--- src/rtl/z16_inst_decoder.sv ---
// Z16 instruction decode stage.
// Takes 16-bit instruction words over valid/ready, joins the two words of an
// LIW instruction, and presents one registered decoded op per instruction to
// the ALU issue interface. ALU operand A = R[rs1], B = use_imm ? imm : R[rs2].
module z16_inst_decoder #(
  parameter bit IMM8_SIGNED = 1'b1,
  parameter int CNT_W       = 16
) (
  input  logic             i_clk,
  input  logic             i_rst,
  input  logic             i_flush,
  input  logic             i_instr_valid,
  input  logic [15:0]      i_instr,
  output logic             o_instr_ready,
  output logic             o_dec_valid,
  input  logic             i_dec_ready,
  output logic [3:0]       o_alu_ctrl,
  output logic [3:0]       o_rd,
  output logic [3:0]       o_rs1,
  output logic [3:0]       o_rs2,
  output logic [15:0]      o_imm,
  output logic             o_use_imm,
  output logic             o_wr_en,
  output logic             o_illegal,
  output logic [CNT_W-1:0] o_dec_count
);

  typedef enum logic [0:0] {
    S_OP  = 1'b0,
    S_EXT = 1'b1
  } state_t;

  localparam logic [3:0] OP_ADDI = 4'h9;
  localparam logic [3:0] OP_LIW  = 4'hA;
  localparam logic [3:0] CTRL_OR = 4'h4;

  state_t           state_r;
  logic [3:0]       pend_rd_r;
  logic             dec_valid_r;
  logic [3:0]       alu_ctrl_r;
  logic [3:0]       rd_r;
  logic [3:0]       rs1_r;
  logic [3:0]       rs2_r;
  logic [15:0]      imm_r;
  logic             use_imm_r;
  logic             wr_en_r;
  logic             illegal_r;
  logic [CNT_W-1:0] dec_count_r;

  logic             free_s;
  logic             accept_s;
  logic             drain_s;
  logic [3:0]       op_s;
  logic [15:0]      imm8_ext_s;
  logic             start_liw_s;
  logic [3:0]       nxt_ctrl_s;
  logic [3:0]       nxt_rd_s;
  logic [3:0]       nxt_rs1_s;
  logic [3:0]       nxt_rs2_s;
  logic [15:0]      nxt_imm_s;
  logic             nxt_use_imm_s;
  logic             nxt_wr_en_s;
  logic             nxt_illegal_s;

  // The output slot can take a new op when it is empty or being drained now.
  assign free_s        = !dec_valid_r || i_dec_ready;
  assign o_instr_ready = free_s && !i_flush && !i_rst;
  assign accept_s      = i_instr_valid && o_instr_ready;
  assign drain_s       = dec_valid_r && i_dec_ready;
  assign op_s          = i_instr[3:0];
  assign start_liw_s   = (state_r == S_OP) && (op_s == OP_LIW);

  // Extend the ADDI immediate according to the configured signedness.
  always_comb begin
    imm8_ext_s = 16'h0000;
    if (IMM8_SIGNED) begin
      imm8_ext_s = {{8{i_instr[15]}}, i_instr[15:8]};
    end else begin
      imm8_ext_s = {8'h00, i_instr[15:8]};
    end
  end

  // Decode the word at the input into the op that would be loaded on accept.
  always_comb begin
    nxt_ctrl_s    = 4'h0;
    nxt_rd_s      = 4'h0;
    nxt_rs1_s     = 4'h0;
    nxt_rs2_s     = 4'h0;
    nxt_imm_s     = 16'h0000;
    nxt_use_imm_s = 1'b0;
    nxt_wr_en_s   = 1'b0;
    nxt_illegal_s = 1'b0;
    case (state_r)
      S_EXT: begin
        // Second LIW word: OR r0 with the full 16-bit immediate.
        nxt_ctrl_s    = CTRL_OR;
        nxt_rd_s      = pend_rd_r;
        nxt_imm_s     = i_instr;
        nxt_use_imm_s = 1'b1;
        nxt_wr_en_s   = 1'b1;
      end
      S_OP: begin
        if (op_s <= 4'h8) begin
          nxt_ctrl_s  = op_s;
          nxt_rd_s    = i_instr[7:4];
          nxt_rs1_s   = i_instr[11:8];
          nxt_rs2_s   = i_instr[15:12];
          nxt_wr_en_s = 1'b1;
        end else if (op_s == OP_ADDI) begin
          nxt_rd_s      = i_instr[7:4];
          nxt_rs1_s     = i_instr[7:4];
          nxt_imm_s     = imm8_ext_s;
          nxt_use_imm_s = 1'b1;
          nxt_wr_en_s   = 1'b1;
        end else if (op_s == OP_LIW) begin
          // First LIW word never loads the output; fields are unused.
          nxt_rd_s = i_instr[7:4];
        end else begin
          nxt_illegal_s = 1'b1;
        end
      end
      default: begin
        nxt_illegal_s = 1'b0;
      end
    endcase
  end

  // FSM, pending LIW destination, output register and retired-op counter.
  always_ff @(posedge i_clk) begin
    if (i_rst) begin
      state_r     <= S_OP;
      pend_rd_r   <= 4'h0;
      dec_valid_r <= 1'b0;
      alu_ctrl_r  <= 4'h0;
      rd_r        <= 4'h0;
      rs1_r       <= 4'h0;
      rs2_r       <= 4'h0;
      imm_r       <= 16'h0000;
      use_imm_r   <= 1'b0;
      wr_en_r     <= 1'b0;
      illegal_r   <= 1'b0;
      dec_count_r <= {CNT_W{1'b0}};
    end else if (i_flush) begin
      // Flush kills the output and any half-assembled LIW; count is kept.
      state_r     <= S_OP;
      pend_rd_r   <= 4'h0;
      dec_valid_r <= 1'b0;
    end else begin
      if (drain_s) begin
        dec_count_r <= dec_count_r + {{(CNT_W-1){1'b0}}, 1'b1};
      end
      if (accept_s) begin
        if (start_liw_s) begin
          state_r     <= S_EXT;
          pend_rd_r   <= nxt_rd_s;
          dec_valid_r <= 1'b0;
        end else begin
          state_r     <= S_OP;
          dec_valid_r <= 1'b1;
          alu_ctrl_r  <= nxt_ctrl_s;
          rd_r        <= nxt_rd_s;
          rs1_r       <= nxt_rs1_s;
          rs2_r       <= nxt_rs2_s;
          imm_r       <= nxt_imm_s;
          use_imm_r   <= nxt_use_imm_s;
          wr_en_r     <= nxt_wr_en_s;
          illegal_r   <= nxt_illegal_s;
        end
      end else if (i_dec_ready) begin
        dec_valid_r <= 1'b0;
      end
    end
  end

  assign o_dec_valid = dec_valid_r;
  assign o_alu_ctrl  = alu_ctrl_r;
  assign o_rd        = rd_r;
  assign o_rs1       = rs1_r;
  assign o_rs2       = rs2_r;
  assign o_imm       = imm_r;
  assign o_use_imm   = use_imm_r;
  assign o_wr_en     = wr_en_r;
  assign o_illegal   = illegal_r;
  assign o_dec_count = dec_count_r;

endmodule

--- config.mk ---
export PLATFORM = sky130hd
export DESIGN_NAME = z16_inst_decoder
export DESIGN_NICKNAME = d
export VERILOG_FILES = /design/src/rtl/z16_inst_decoder.sv
export SDC_FILE = /design/constraint.sdc
export NUM_CORES = 1
export LEC_CHECK = 0
export CAP_MARGIN = 10
export CORE_MARGIN = 4
export CORE_UTILIZATION = 42
export DETAILED_ROUTE_END_ITERATION = 7
export GPL_TIMING_DRIVEN = 0
export HOLD_SLACK_MARGIN = 0.1
export MAX_ROUTING_LAYER = met4
export PLACE_DENSITY = 0.86
export SETUP_SLACK_MARGIN = 0.2
export SLEW_MARGIN = 20
export SYNTH_ARGS = -nofsm -noshare
export SYNTH_HDL_FRONTEND = slang
export SYNTH_SLANG_ARGS = --single-unit
--- constraint.sdc ---
create_clock -name i_clk -period 1.9 [get_ports i_clk]
set_clock_uncertainty 0.15 [all_clocks]
set_input_delay 0.475 -clock i_clk [delete_from_list [all_inputs] [get_ports i_clk]]
set_output_delay 0.475 -clock i_clk [all_outputs]
set_load 0.02 [all_outputs]
## Word-level counts from Yosys, hierarchy flattened

Index checks and enable logic that the tools add are counted.

| cells by class | value |
|---|---|
| $add $sub $neg | 1 |
| magnitude comparators | 1 |
| eq/ne operators | 2 |
| mux-type cells | 27 |
| bitwise gates (word level) | 3 |
| reductions and logical operators | 14 |

Operator list:

| cell | number |
|---|---|
| $mux W4 | 9 |
| $mux W16 | 2 |
| $pmux W16 S2 | 1 |
| $add A16 B1 Y16 const B | 1 |
| $pmux W4 S2 | 2 |
| $mux W1 | 11 |
| $eq A4 B4 Y1 const B | 2 |
| $logic_and A1 B1 Y1 | 5 |
| $le A4 B4 Y1 const B | 1 |
| $pmux W1 S2 | 2 |
| $reduce_and A2 Y1 | 2 |
| $logic_not A1 Y1 | 3 |
| $not A1 Y1 | 3 |
| $reduce_and A3 Y1 | 1 |
| $reduce_bool A2 Y1 | 1 |
| $reduce_or A2 Y1 | 1 |
| $logic_or A1 B1 Y1 | 1 |

| word-level totals | value |
|---|---|
| register bits | 57 |
| input bits | 21 |
| output and inout bits | 53 |

## Logic depth before layout (Yosys ltp)

| depth | value |
|---|---|
| word-level depth | 6 |
| mapped depth | 7 |

## Worst setup path after synthesis

No wires, ideal clock.

| timing | value |
|---|---|
| path type | register to register |
| start | register dec_count_r[2] (netlist: o_dec_count[2]) |
| end | register dec_count_r[15] (netlist: o_dec_count[15]) |
| setup time | 70 ps |
| arrival time | 1784 ps |
| setup slack | -104 ps |
| stages on the path, launching flop included | 6 |
| buffers on the path | 1 |
| cells stage by stage | dfxtp_1 clkbuf_2 nand3_1 or3_4 or4_1 a21oi_1 |

| on the way | value |
|---|---|
| cells in the longest elaborated chain, start to end | 1 |

RTL lines:

| element | RTL line | source |
|---|---|---|
| from (decl) | 48 | `logic [CNT_W-1:0] dec_count_r;` |
| from (signal assigned) | 142 | `dec_count_r <= {CNT_W{1'b0}};` |
| from (signal assigned) | 150 | `dec_count_r <= dec_count_r + {{(CNT_W-1){1'b0}}, 1'b1};` |
| $add A16 B1 Y16 | 150 |  |

Every way passes these cells.
A chain may end at the register's enable or synchronous reset.

## Worst setup path after layout

| timing | value |
|---|---|
| start | input i_instr[2] |
| end | register alu_ctrl_r[0] (netlist: o_alu_ctrl[0]) |

| on the way | value |
|---|---|
| cells in the longest elaborated chain, start to end | 4 |

RTL lines:

| element | RTL line | source |
|---|---|---|
| from (decl) | 13 | `input logic [15:0] i_instr,` |
| branches (longest 4 deep; another with $le A4 B4 Y1) | -- |  |
| to (signal assigned) | 160 | `alu_ctrl_r <= nxt_ctrl_s;` |
| to (decl) | 40 | `logic [3:0] alu_ctrl_r;` |

Parallel ways; which one is timed is not known.

==> flow_metrics.tcl <==
set metrics [dict create \
    grt_pass1_wl_um 13740 \
    final_cell_area_sq_um 4202 \
    worst_pin_slew_ps 711.4 \
    slew_viol_final 0 \
    p_leak_nw 1.607 \
    arrival_ps 2110 \
    core_area_sq_um 5642 \
    async_flop_share_pct 0 \
    grt_usage_pct 24.62 \
    drive_above_1_share_pct 45.30 \
    setup_ws_ps -81.10 \
    portBuffers 72 \
    start_util_pct 44.22 \
    placed_cell_area_sq_um 3403 \
    drt-total-wl_um 9062 \
    yosys-top-cells-count "dfxtp_1, nor2_1, nand2_1, a21oi_1, nand3_1" \
    fin_crit_sh_pct 104.3 \
    place.gp.congestion 0.8779 \
    grt_max_degree 11 \
    drtAntennaViolNets 0 \
    drc_errors 0 \
    clock_latency_ps 350 \
    cap_violations 0 \
    ioPinCount 74 \
    synth_edf_count 0 \
    synth_most_common_cell "dfxtp_1" \
    ir_drop_mv 0.5704 \
    first_global_vias 2838 \
    hpwl_um 5341 \
    cts_tree "built" \
    yosys_warnings 0 \
    root_buffer "clkbuf_8" \
    drt_iter0_drc 219 \
    timing_hold_violations_final 0 \
    setup_viol 25 \
    dieArea_sq_um 7237 \
    rsz0062_at_grt "true" \
    violations "negative setup slack" \
    yosysSeqAreaShare_pct 45.74 \
    period_needed_ps 1981 \
    synth_nets 318 \
    dr.pass1.iters 6 \
    cts_inserted_buffers 9 \
    synthFlopType "dfxtp_1" \
    dp_slack_ps -856.5 \
    ys_types 44 \
    ys_seq_elements 57 \
    synth_area_leader_cell "dfxtp_1" \
    area_delta_synth_final_pct 68.41 \
    wire_per_inst_um 19.04 \
    critPathRequiredTime_ps 2030 \
    die_y_um 85.07 \
    fmax_mhz 504.8 \
    fin_util_pct 74.47 \
    hp-class "input pin to register" \
    syn_inst 296 \
    maxSlewHeadroom_pct 52.57 \
    cts_num_sinks 57 \
    vias 2776 \
    cp_max_fo 10 \
    viasPerCell 5.832 \
    critPathCaptureType "register" \
    synth_top_area_share_pct 45.74 \
    rr_worst_depth 6 \
    htree_levels 3 \
    syn_area_sq_um 2495 \
    holdPathStages 2 \
    setup-tns-final_ps -758.6 \
    n_antenna_cell 0 \
    syn_avg_cell_area_sq_um 8.429 \
    fillers 375 \
    worst-setup-path-type "input pin to register" \
    powerDensity_nw_per_um2 680.8 \
    dieWidth_um 85.07 \
    worst_setup_path_start_kind "input pin" \
    clkTransAtPathRegs_ps 70 \
    total_power_mw 2.861 \
    status "complete, but fails checks" \
    grt_overflow 0 \
    antenna_found_initial 0 \
    clock_path_buffers 2 \
    worst-r2r-setup-slack_ps -70 \
    nets 422 \
    num_rows 27 \
    ys_top_cells_by_area "dfxtp_1, a21oi_1, nor2_1, nand2_1, nand3_1" \
]
[registers in the layout, summed over array words and instances, names as in the netlist]
signal	flops
o_dec_count	16
o_imm	16
o_alu_ctrl	4
o_rd	4
o_rs1	4
o_rs2	4
pend_rd_r	4
o_dec_valid	1
o_illegal	1
o_use_imm	1
o_wr_en	1
state_r	1
[final cells by class]
class                           instances  area [sq um]  area share [%]
Inverter                                2         7.507          0.1787
Sequential cell                        57          1169           27.81
Clock buffer                           13         178.9           4.258
Clock inverter                          2         35.03          0.8338
Buffer                                 22         211.5           5.033
Multi-Input combinational cell        215          1669           39.73
Tap cell                               72         90.09           2.144
Timing Repair Buffer                   93         840.8           20.01
[critical path, cell delays in order]
cell and delay (ps):
buf_2 160, or4b_4 590, buf_6 140, o2111ai_4 300, buf_6 200, nand2_1 90
a21oi_2 150
[metal layers]
metal / vias up / track usage, % / wire [um]
li1: 1271 / - / -
met1: 1324 / 26.50 / 3394
met2: 149 / 41.38 / 4679
met3: 32 / 7.864 / 716
met4: 0 / 10.79 / 272
met5: - / - / 0
[logic make-up (layout without fill, tap and decap cells)]
logic type	Yosys count	in the layout	synth area share (%)
DFF	57	57	45.74
and+or+nand+nor	134	134	26.68
xor gates and xnor gates	10	10	3.510
AOI/OAI and AO/OA	65	65	17.00
muxes	5	5	2.006
adders and majority gates	1	1	0.5014
buffers and inverters	24	132	4.563
[layout by cell type (no fill, tap or decap), types with 11 or more instances in the layout]
cell type        count
nor2_1              19
clkbuf_8            15
dlygate4sd2_1       22
dfxtp_1             43
nand2_1             23
clkbuf_2            18
clkdlybuf4s15_1     13
nor2_2              11
buf_4               13
a21oi_1             17
clkdlybuf4s50_1     12
a21oi_2             14
nand2_2             11
[repair_timing]
item	CTS	global route
pin swaps	20	13
gates resized for setup	183	82
setup buffers	12	6
endpoints found under the setup margin	105	68
cloned	3	0
hold buffers	0	0
[final timing paths]
path,start,endpoint
worst min-delay path,i_rst,o_imm[10]
worst max register to register,state_r,o_alu_ctrl[0]
worst max-delay path,i_instr[2],o_alu_ctrl[0]
worst min register to register,o_rs2[1],o_rs2[1]
[power by group]
group / total [mW] / switching [mW] / internal, mW
combinational: 0.387 / 0.222 / 0.165
sequential: 1.24 / 0.0234 / 1.22
clock: 1.23 / 0.492 / 0.739
total: 2.86 / 0.737 / 2.12
[per-stage QoR]
stage | hold WS [ps] | instances
3_5_place_dp | 300.6 | 440
3_3_place_gp | 296.1 | 440
6_report | 277.8 | 476
4_1_cts | 277.6 | 470
5_1_grt | 283.6 | 476
2_1_floorplan | 303.2 | 296
(Power assumes the default switching activity.)
